**src/rtl/cast_table_pkg.sv**
```systemverilog
// Shared types, table indices and the cast helper for the constant-cast sequencer.
// Pure declarations: no logic, no latency, no flow control.
package cast_table_pkg;

  typedef enum logic [1:0] {
    IDLE,
    SINGLE,
    SWEEP
  } state_t;

  localparam logic [2:0] IDX_A  = 3'd0;
  localparam logic [2:0] IDX_B  = 3'd1;
  localparam logic [2:0] IDX_45 = 3'd2;
  localparam logic [2:0] IDX_33 = 3'd3;
  localparam logic [2:0] IDX_C  = 3'd4;

  localparam int LIT_45 = 45;
  localparam int LIT_33 = 33;

  // Keep the low (width+1) bits; everything above is forced to zero, never sign-filled.
  function automatic logic [127:0] cast_zext(input logic [127:0] value, input int width);
    logic [127:0] mask;
    if (width >= 127) mask = '1;
    else              mask = (128'd1 << (width + 1)) - 128'd1;
    return value & mask;
  endfunction

endpackage

```
**src/rtl/cast_table_sequencer_if.sv**
```systemverilog
// Request and result channels of the cast table sequencer (valid/ready on both sides).
// master = requester/consumer side, slave = the sequencer.
interface cast_table_sequencer_if;
  logic         req_valid;
  logic         req_ready;
  logic         req_sweep;
  logic [2:0]   req_sel;
  logic         abort;
  logic         out_valid;
  logic         out_ready;
  logic [127:0] out_data;
  logic [2:0]   out_idx;
  logic         out_last;

  modport master (
    output req_valid, req_sweep, req_sel, abort, out_ready,
    input  req_ready, out_valid, out_data, out_idx, out_last
  );

  modport slave (
    input  req_valid, req_sweep, req_sel, abort, out_ready,
    output req_ready, out_valid, out_data, out_idx, out_last
  );
endinterface

```
**src/rtl/cast_table_lookup.sv**
```systemverilog
// Combinational map from table index to the cast, zero-extended 128-bit value.
// Zero latency; no flow control.
module cast_table_lookup
  import cast_table_pkg::*;
#(
  parameter int A     = 10,
  parameter int B     = 12,
  parameter int C     = 16,
  parameter int WIDTH = 3
) (
  input  logic [2:0]   idx,
  output logic [127:0] dat
);

  always_comb begin
    dat = '0;
    case (idx)
      IDX_A:   dat = cast_zext(128'(A), WIDTH);
      IDX_B:   dat = cast_zext(128'(B), WIDTH);
      IDX_45:  dat = cast_zext(128'(LIT_45), WIDTH);
      IDX_33:  dat = cast_zext(128'(LIT_33), WIDTH);
      default: dat = cast_zext(128'(C), WIDTH);
    endcase
  end

endmodule

```
**src/rtl/cast_table_sequencer.sv**
```systemverilog
// Single-lookup / five-entry sweep sequencer over the cast table; first result 1 cycle after accept.
// Results hold while out_ready is low; requests are only taken in IDLE; abort cancels next cycle.
module cast_table_sequencer
  import cast_table_pkg::*;
#(
  parameter int A     = 10,
  parameter int B     = 12,
  parameter int C     = 16,
  parameter int WIDTH = 3
) (
  input  logic                    clk,
  input  logic                    rst_n,
  cast_table_sequencer_if.slave   bus,
  output logic                    busy,
  output logic [15:0]             result_cnt
);

  generate
    if (WIDTH < 0 || WIDTH > 127) begin : g_width_chk
      $error("cast_table_sequencer: WIDTH must be in 0..127");
    end
  endgenerate

  state_t       state;
  logic [2:0]   lk_idx;
  logic [127:0] lk_dat;
  logic         hs;

  assign hs = bus.out_valid && bus.out_ready;

  function automatic logic [2:0] sel_to_idx(input logic [2:0] sel);
    return sel[2] ? IDX_C : sel;
  endfunction

  // In IDLE the lookup serves the incoming request; while sweeping it pre-fetches the next entry.
  always_comb begin
    lk_idx = IDX_A;
    if (state == IDLE) begin
      lk_idx = bus.req_sweep ? IDX_A : sel_to_idx(bus.req_sel);
    end else if (bus.out_idx != IDX_C) begin
      lk_idx = bus.out_idx + 3'd1;
    end else begin
      lk_idx = IDX_C;
    end
  end

  cast_table_lookup #(
    .A     (A),
    .B     (B),
    .C     (C),
    .WIDTH (WIDTH)
  ) u_lookup (
    .idx (lk_idx),
    .dat (lk_dat)
  );

  always_ff @(posedge clk or negedge rst_n) begin
    if (!rst_n) begin
      state         <= IDLE;
      bus.req_ready <= 1'b1;
      bus.out_valid <= 1'b0;
      bus.out_data  <= '0;
      bus.out_idx   <= '0;
      bus.out_last  <= 1'b0;
      busy          <= 1'b0;
    end else begin
      case (state)
        IDLE: begin
          if (bus.req_valid) begin
            state         <= bus.req_sweep ? SWEEP : SINGLE;
            bus.req_ready <= 1'b0;
            bus.out_valid <= 1'b1;
            bus.out_data  <= lk_dat;
            bus.out_idx   <= lk_idx;
            bus.out_last  <= !bus.req_sweep;
            busy          <= 1'b1;
          end
        end
        SINGLE, SWEEP: begin
          // A handshake on the abort cycle still delivers; the block just goes quiet afterwards.
          if (bus.abort || (hs && (state == SINGLE || bus.out_idx == IDX_C))) begin
            state         <= IDLE;
            bus.req_ready <= 1'b1;
            bus.out_valid <= 1'b0;
            bus.out_last  <= 1'b0;
            busy          <= 1'b0;
          end else if (hs) begin
            bus.out_data <= lk_dat;
            bus.out_idx  <= lk_idx;
            bus.out_last <= (lk_idx == IDX_C);
          end
        end
        default: begin
          state         <= IDLE;
          bus.req_ready <= 1'b1;
          bus.out_valid <= 1'b0;
          bus.out_last  <= 1'b0;
          busy          <= 1'b0;
        end
      endcase
    end
  end

  always_ff @(posedge clk or negedge rst_n) begin
    if (!rst_n) begin
      result_cnt <= '0;
    end else if (hs && result_cnt != 16'hFFFF) begin
      result_cnt <= result_cnt + 16'd1;
    end
  end

endmodule

```
**src/flat_wrapper.sv**
```systemverilog
// flat-port wrapper written by rule: the top's interface ports become plain ports
module cast_table_sequencer_flat import cast_table_pkg::*;
#(
  parameter int A     = 10,
  parameter int B     = 12,
  parameter int C     = 16,
  parameter int WIDTH = 3
)
  (clk, rst_n, busy, result_cnt, bus_req_valid, bus_req_sweep, bus_req_sel, bus_abort, bus_out_ready, bus_req_ready, bus_out_valid, bus_out_data, bus_out_idx, bus_out_last);
  cast_table_sequencer_if bus_i ();
  input  logic clk;
  input  logic rst_n;
  output logic busy;
  output logic [15:0] result_cnt;
  input wire logic [$bits(bus_i.req_valid)-1:0] bus_req_valid;
  input wire logic [$bits(bus_i.req_sweep)-1:0] bus_req_sweep;
  input wire logic [$bits(bus_i.req_sel)-1:0] bus_req_sel;
  input wire logic [$bits(bus_i.abort)-1:0] bus_abort;
  input wire logic [$bits(bus_i.out_ready)-1:0] bus_out_ready;
  output wire logic [$bits(bus_i.req_ready)-1:0] bus_req_ready;
  output wire logic [$bits(bus_i.out_valid)-1:0] bus_out_valid;
  output wire logic [$bits(bus_i.out_data)-1:0] bus_out_data;
  output wire logic [$bits(bus_i.out_idx)-1:0] bus_out_idx;
  output wire logic [$bits(bus_i.out_last)-1:0] bus_out_last;
  assign bus_i.req_valid = bus_req_valid;
  assign bus_i.req_sweep = bus_req_sweep;
  assign bus_i.req_sel = bus_req_sel;
  assign bus_i.abort = bus_abort;
  assign bus_i.out_ready = bus_out_ready;
  assign bus_req_ready = bus_i.req_ready;
  assign bus_out_valid = bus_i.out_valid;
  assign bus_out_data = bus_i.out_data;
  assign bus_out_idx = bus_i.out_idx;
  assign bus_out_last = bus_i.out_last;
  cast_table_sequencer #(.A(A), .B(B), .C(C), .WIDTH(WIDTH)) u_core (.clk(clk), .rst_n(rst_n), .bus(bus_i), .busy(busy), .result_cnt(result_cnt));
endmodule
```
**config.mk**
```make
export PLATFORM = sky130hd
export DESIGN_NAME = cast_table_sequencer_flat
export DESIGN_NICKNAME = d
export VERILOG_FILES = /design/src/rtl/cast_table_pkg.sv /design/src/rtl/cast_table_sequencer_if.sv /design/src/rtl/cast_table_lookup.sv /design/src/rtl/cast_table_sequencer.sv /design/src/flat_wrapper.sv
export SDC_FILE = /design/constraint.sdc
export NUM_CORES = 1
export LEC_CHECK = 0
export CAP_MARGIN = 20
export CORE_ASPECT_RATIO = 1.1
export CORE_MARGIN = 2
export CORE_UTILIZATION = 50
export CTS_CLUSTER_SIZE = 30
export DETAILED_ROUTE_END_ITERATION = 10
export PLACE_DENSITY = 0.79
export SETUP_SLACK_MARGIN = 0.1
export SLEW_MARGIN = 30
export SYNTH_ARGS = -nofsm -noshare
export SYNTH_HDL_FRONTEND = slang
export SYNTH_HIERARCHICAL = 1
export SYNTH_SLANG_ARGS = --single-unit
```
**constraint.sdc**
```tcl
create_clock -name clk -period 5.3 [get_ports clk]
set_input_delay 0.53 -clock clk [delete_from_list [all_inputs] [get_ports clk]]
set_output_delay 0.53 -clock clk [all_outputs]
set_load 0.005 [all_outputs]
```
### Word-level counts from Yosys, hierarchy flattened

Cells that the tools add are included.

* register bits after elaboration: 152
* input bits: 9
* word-level logic and storage cells: 63

* add/subtract/negate cells: 2
* equality and inequality tests: 14
* muxes and demuxes: 27
* reductions and logical operators: 13

Operators with widths (count)
* $mux 128: 3
* $pmux 128 s2: 1
* $mux 3: 7
* $add 16x1->16 const B: 1
* $ne 16x16->1 const B: 1
* $pmux 4 s4: 1
* $mux 1: 7
* $eq 3x2->1 const B: 2
* $eq 3x3->1 const B: 2
* $mux 2: 3
* $pmux 1 s2: 3
* $pmux 3 s2: 1
* $ne 2x1->1 const B: 2
* $ne 2x2->1 const B: 2
* $pmux 2 s2: 1
* $reduce_and 2->1: 2
* $reduce_and 4->1: 1
* $add 3x1->3 const B: 1
* $eq 3x1->1 const B: 1
* $logic_and 1x1->1: 3
* $logic_not 3->1: 1
* $ne 3x1->1 const B: 1
* $ne 3x3->1 const B: 1
* $eq 2x1->1 const B: 1
* other kinds (6): 7

### Logic depth before layout (Yosys ltp)

* word-level depth: 8
* depth in mapped cells: 9
* mapped depth without buffers: 7

### Hierarchy

The synthesis kept the hierarchy.

Modules (own cells, without submodules)
* cast_table_sequencer: times used 1, cells each 397, area each 6431.2 sq um, sequential area each 3804.9 sq um
* cast_table_lookup: times used 1, cells each 130, area each 963.4 sq um, sequential area each 0.0 sq um

### Worst setup path before layout

OpenSTA, ideal clock, no wires.

* path kind: flip-flop to flip-flop
* start: register u_core.bus.out_idx[0]
* end: register u_core.bus.out_data[0]
* setup time: 0.125 ns
* arrival: 1.832 ns
* required time: 5.175 ns
* setup slack: 3.342 ns
* stages on the path, launching flop included: 9
* clock period less this slack: 1.958 ns
* path through: dfrtp_1 inv_1 ha_1 a21o_1 o32ai_2 o21ai_1 buf_6 buf_6 mux2_4

* word-level cells in the longest chain between the ends: 8
* elaborated cells on any way between the ends: 19

RTL lines
* from (decl): RTL line cast_table_sequencer_if.sv:22 `output req_ready, out_valid, out_data, out_idx, out_last`
* from (signal assigned): RTL line cast_table_sequencer.sv:74 `bus.out_idx <= lk_idx;`
* from (signal assigned): RTL line cast_table_sequencer.sv:89 `bus.out_idx <= lk_idx;`
* $add 3x1->3 or $ne 3x3->1 (tied branches): RTL line cast_table_sequencer.sv:41, cast_table_sequencer.sv:40
* $mux 3: RTL line cast_table_sequencer.sv:40 `end else if (bus.out_idx != IDX_C) begin`
* $mux 3: RTL line cast_table_sequencer.sv:38 `if (state == IDLE) begin`
* $eq 3x2->1 (tied with other cells): RTL line cast_table_lookup.sv:17 `case (idx)`
* $pmux 4 s4: RTL line cast_table_lookup.sv:17
* $mux 128: RTL line cast_table_sequencer.sv:87 `end else if (hs) begin`
* $mux 128: RTL line cast_table_sequencer.sv:81 `if (bus.abort || (hs && (state == SINGLE || bus.out_idx == IDX_C))) begin`
* $pmux 128 s2: RTL line cast_table_sequencer.sv:67 `case (state)`
* to (signal assigned): RTL line cast_table_sequencer.sv:73 `bus.out_data <= lk_dat;`
* to (signal assigned): RTL line cast_table_sequencer.sv:88 `bus.out_data <= lk_dat;`
* to (decl): RTL line cast_table_sequencer_if.sv:22

Parallel ways exist; a longest one is shown, timed or not. The select of a mux whose other input is x is not followed.
A chain may end at the register's enable or synchronous reset.

### Final worst setup path

* start: register u_core.state[1]
* end: register u_core.bus.out_idx[2]

* word-level cells in the longest chain between the ends: 6
* elaborated cells on any way between the ends: 17

RTL lines
* from (decl): RTL line cast_table_sequencer.sv:24 `state_t state;`
* from (signal assigned): RTL line cast_table_sequencer.sv:70 `state <= bus.req_sweep ? SWEEP : SINGLE;`
* $eq 2x1->1: RTL line cast_table_sequencer.sv:67, cast_table_sequencer.sv:81
* $logic_or 1x1->1: RTL line cast_table_sequencer.sv:81
* $logic_and 1x1->1: RTL line cast_table_sequencer.sv:81
* $logic_or 1x1->1: RTL line cast_table_sequencer.sv:81
* $ne 2x2->1 (no source line)
* $reduce_and 4->1 (no source line)

Parallel ways exist; a longest one is shown, timed or not. The select of a mux whose other input is x is not followed.

==> results.md <==
- The worst setup path is captured at a register.
- The number of max-cap violations is 0.
- The share of flip-flops with an asynchronous set or reset is between 90% and 100%.
- Among all flip-flop cells after synthesis, the most frequent one is dfrtp_1.
- The effective utilization at floorplan is 51.2%.
- Counting every instance in the synthesized netlist gives 527.
- The maximum number of pins on one net before global-route repair is 132.
- In this run the cell area of the synthesized design comes to 7390 sq um.
- The count of input and output buffers is ~160.
- Overall power consumption after layout is estimated at 6.37 mW.
- The first-pass GRT wire length is 21.4 mm.
- The worst slew margin relative to its limit is 40.1%.
- For this design, the sink count on the clock tree is 152.
- The endpoint required time on the critical path is 5600 ps.
- The top-level I/O count is 160.
- The most common cell after layout, fill and taps aside is clkdlybuf4s50_1.
- The worst-margin pin slew is 899 ps.
- The average routed wire per standard cell is 14.3 um.
- TritonCTS built the clock tree.
- The synthesized design contains 0 enable-type register cells.
- In this run the core area contains 46 standard-cell rows.
- The number of clock buffers added by TritonCTS is 17.
- Across every metal layer, demand over resource in global routing totals 17.2%.
- The die covers between 15000 and 20000 sq um.
- The via count of the first global-routing pass was 4192.
- At the end of the flow, the number of nets in the layout was a little over 700.
- The Yosys step of the flow raised 6 warnings.
- The number of buffers between clock root and the deepest sink is 2.
- In the post-synthesis netlist, the biggest area contributors are dfrtp_1, mux2_4, buf_4.
- Of all cell types, the one taking the most synthesized area is dfrtp_1.
- The number of remaining DRC errors is 0.
- For this run, the detailed router's first-pass iteration total came to 4.
- The flow ran to the end, and the final reports show no timing, DRC or antenna violations.
- The post-route netlist has 24.3% of its cells at a drive strength greater than 1.
- Adding up every negative setup slack in the final design gives 0 ps.
- For flop-to-flop paths, the worst setup slack is roughly 2900 ps.
- The finished layout holds about 900 standard cells, fillers aside.
- After the first detailed-routing iteration, the DRC count stood at roughly 230.
- The clock insertion delay at the later pin of the skew report is 410 ps.
- The number of setup buffers added after CTS is 0.
- The hold buffer count at cts is 0.
- Counting tap cells, the placed design contains a total of 863 instances.
- The fraction of synthesized cell area taken by the top area cell type is 51.1%.
- The average cell area after synthesis is 14.0 sq um.
- For this run, the register share of the synthesized area comes to 51.5%.
- The flip-flop and latch area is 3800 sq um.
- The total overflow left after global routing is 0.
- The die is 132 um tall.
- The H-tree depth is 4.
- The final-layout fill cell count is 1102.
- Following the worst setup path forward leads to its endpoint at u_core/bus.out_idx[2].
- The synthesized design contains around 150 register bits.
- In the final layout, the multi-input gates occupy just under 3000 sq um.
- The peak fanout along the critical path is 131.
- Measured in cells, the most critical reg-to-reg path has a length of 6.
- Between clock sinks in the finished design, the worst skew comes to roughly 4 ps.
- Leaving out fill and tap cells, the most frequent cells in the layout are clkdlybuf4s50_1, dfrtp_1, conb_1.
- The diode insertion count for antenna repair is 0.
- The clock root buffer is clkbuf_16.
- Once detail routing completed, the nets flagged for antenna violations numbered 0.
- Routability-driven placement finished with a final weighted congestion of 0.870.
- The number of antenna violations at the first check in global routing is 0.
- The width of the die is 120 um.
- The total power per unit cell area is ~700 nW/um^2.
- The type of the setup path with the least slack is reg -> reg.
- The static power due to leakage is 4.44 nW.
- The timing startpoint of the critical path is u_core/state[1].
- The final HPWL from detailed placement is 8.72 mm.
- Yosys mapped the design onto 41 distinct sky130hd cell types.
- VDD sags by at most 0.000425 V.
- Hold is met by 144 ps.
- The startpoint of the most critical register-to-register path is u_core/state[1].
- The final route contains 3997 vias.
- After floorplanning, the core was sized to cover 14400 sq um.
- From synthesis to final layout, the design area changed by 24.9%.
- The worst hold path belongs to the class in -> async.
- Setup violations remaining at the end of the flow were counted as 0.
- The clock period minus final worst setup slack is 2410 ps.
- The pre-CTS worst setup slack is 2630 ps.
- Setup repair after global routing left no endpoint under its margin.
- The peak clock frequency supported by timing is ~410 MHz.
- The final hold violation count is 0.
- The critical path launch point type is a register.
- The total of cells resized after clock tree synthesis is 0.
- The endpoint of the worst register-to-register path is u_core/bus.out_idx[2].
- After clock tree synthesis, the clock-pin slew on the worst setup and hold paths is approximately 50 ps.
- In the finished design, the share of the clock period the worst path needs comes to a little under half.
- Dividing the detail-routed via count by the number of cells gives 4.46.
- The max-slew violation count is 0.
- The routed design has approximately 13 mm of wire.
- Setup slack on the critical path of the routed design comes to between 2000 and 3000 ps.
- At the worst endpoint, the arrival time is 2710 ps.
==> logic make-up (layout without fill, tap and decap cells) <==
| kind of cell | Yosys count | in the layout | synth area share (%) |
|---|---|---|---|
| adder cells (fa/ha/maj) | 6 | 6 | 1.02 |
| multiplexers | 135 | 135 | 25.1 |
| AO/OA/AOI/OAI | 20 | 20 | 1.90 |
| flip-flops | 152 | 152 | 51.5 |
| other | 1 | 124 | 0.0507 |
| buffers and inverters | 149 | 203 | 15.0 |
| XOR/XNOR | 12 | 12 | 1.42 |
| AND/OR/NAND/NOR | 52 | 52 | 4.06 |
==> metrics by stage <==
| stage | cell area, sq um | util (%) |
|---|---|---|
| after floorplan | 7860 | - |
| after global placement | 8650 | 59.9 |
| after detailed placement | 8650 | 59.9 |
| after CTS | 9210 | 63.7 |
| after global routing | 9230 | 63.9 |
| final | 9230 | 63.9 |
==> synth_stat cells (2+ instances only) <==
library cell	instances
a21o_1	3
a21oi_1	4
a31oi_1	3
buf_2	5
buf_4	125
buf_6	10
dfrtp_1	151
ha_1	6
inv_1	9
mux2_2	43
mux2_4	90
mux2i_1	2
nand2_1	7
nand3_1	4
nand4_1	2
nor2_1	10
nor2b_1	3
nor3_1	10
nor4_1	3
nor4b_1	2
o21ai_0	3
or2_2	3
xnor2_1	2
xor2_1	10
==> layout make-up <==
cell class | count | area share, %
sequential | 152 | 41.2
multi-input combinational | 349 | 32.0
timing repair buffer | 162 | 17.8
clock buffer | 31 | 5.94
tap | 192 | 2.60
inverter | 9 | 0.366
clock inverter | 1 | 0.0542
==> flip-flops by register name, indices dropped and copies added (netlist names) <==
name / cells
u_core/busy: 1
u_core/result_cnt: 16
u_core/state: 2
u_core/bus.out_last: 1
u_core/bus.req_ready: 1
u_core/bus.out_idx: 3
u_core/bus.out_data: 128
==> worst max-delay path, stage by stage, from the launching register on <==
cell	delay [ps]
dfrtp_1	390
inv_1	90
ha_1	320
inv_1	190
o21ai_4	200
buf_12	620
mux2_2	410
==> per-layer routing <==
| metal | wire length (um) | up-vias | share of wire, % | track usage, % |
|---|---|---|---|---|
| met5 | 0 | - | 0 | 0 |
| met3 | 914 | 18 | 7.1 | 5.64 |
| met2 | 6290 | 140 | 49 | 27.5 |
| met1 | 5430 | 1965 | 42 | 21.4 |
| li1 | - | 1874 | - | - |
| met4 | 217 | 0 | 1.7 | 7.06 |
==> worst min-delay path by stage <==
| stage | from | endpoint | slack (ps) |
|---|---|---|---|
| 2_1_floorplan | rst_n | u_core/bus.out_data[0] | 230 |
| 3_3_place_gp | u_core/result_cnt[7] | u_core/result_cnt[7] | 480 |
| 3_5_place_dp | u_core/bus.out_data[11] | u_core/bus.out_data[11] | 490 |
| 4_1_cts | rst_n | u_core/result_cnt[4] | 170 |
| 5_1_grt | rst_n | u_core/result_cnt[5] | 190 |
| 6_report | rst_n | u_core/result_cnt[5] | 140 |
==> power breakdown <==
part	switching (mW)	leakage, nW	total, mW	internal, mW
clock network	0.423	0.272	1.11	0.687
logic	1.02	2.37	3.16	2.13
registers	0.358	1.80	2.10	1.74
No activity file was read; power rests on OpenSTA's default activity.
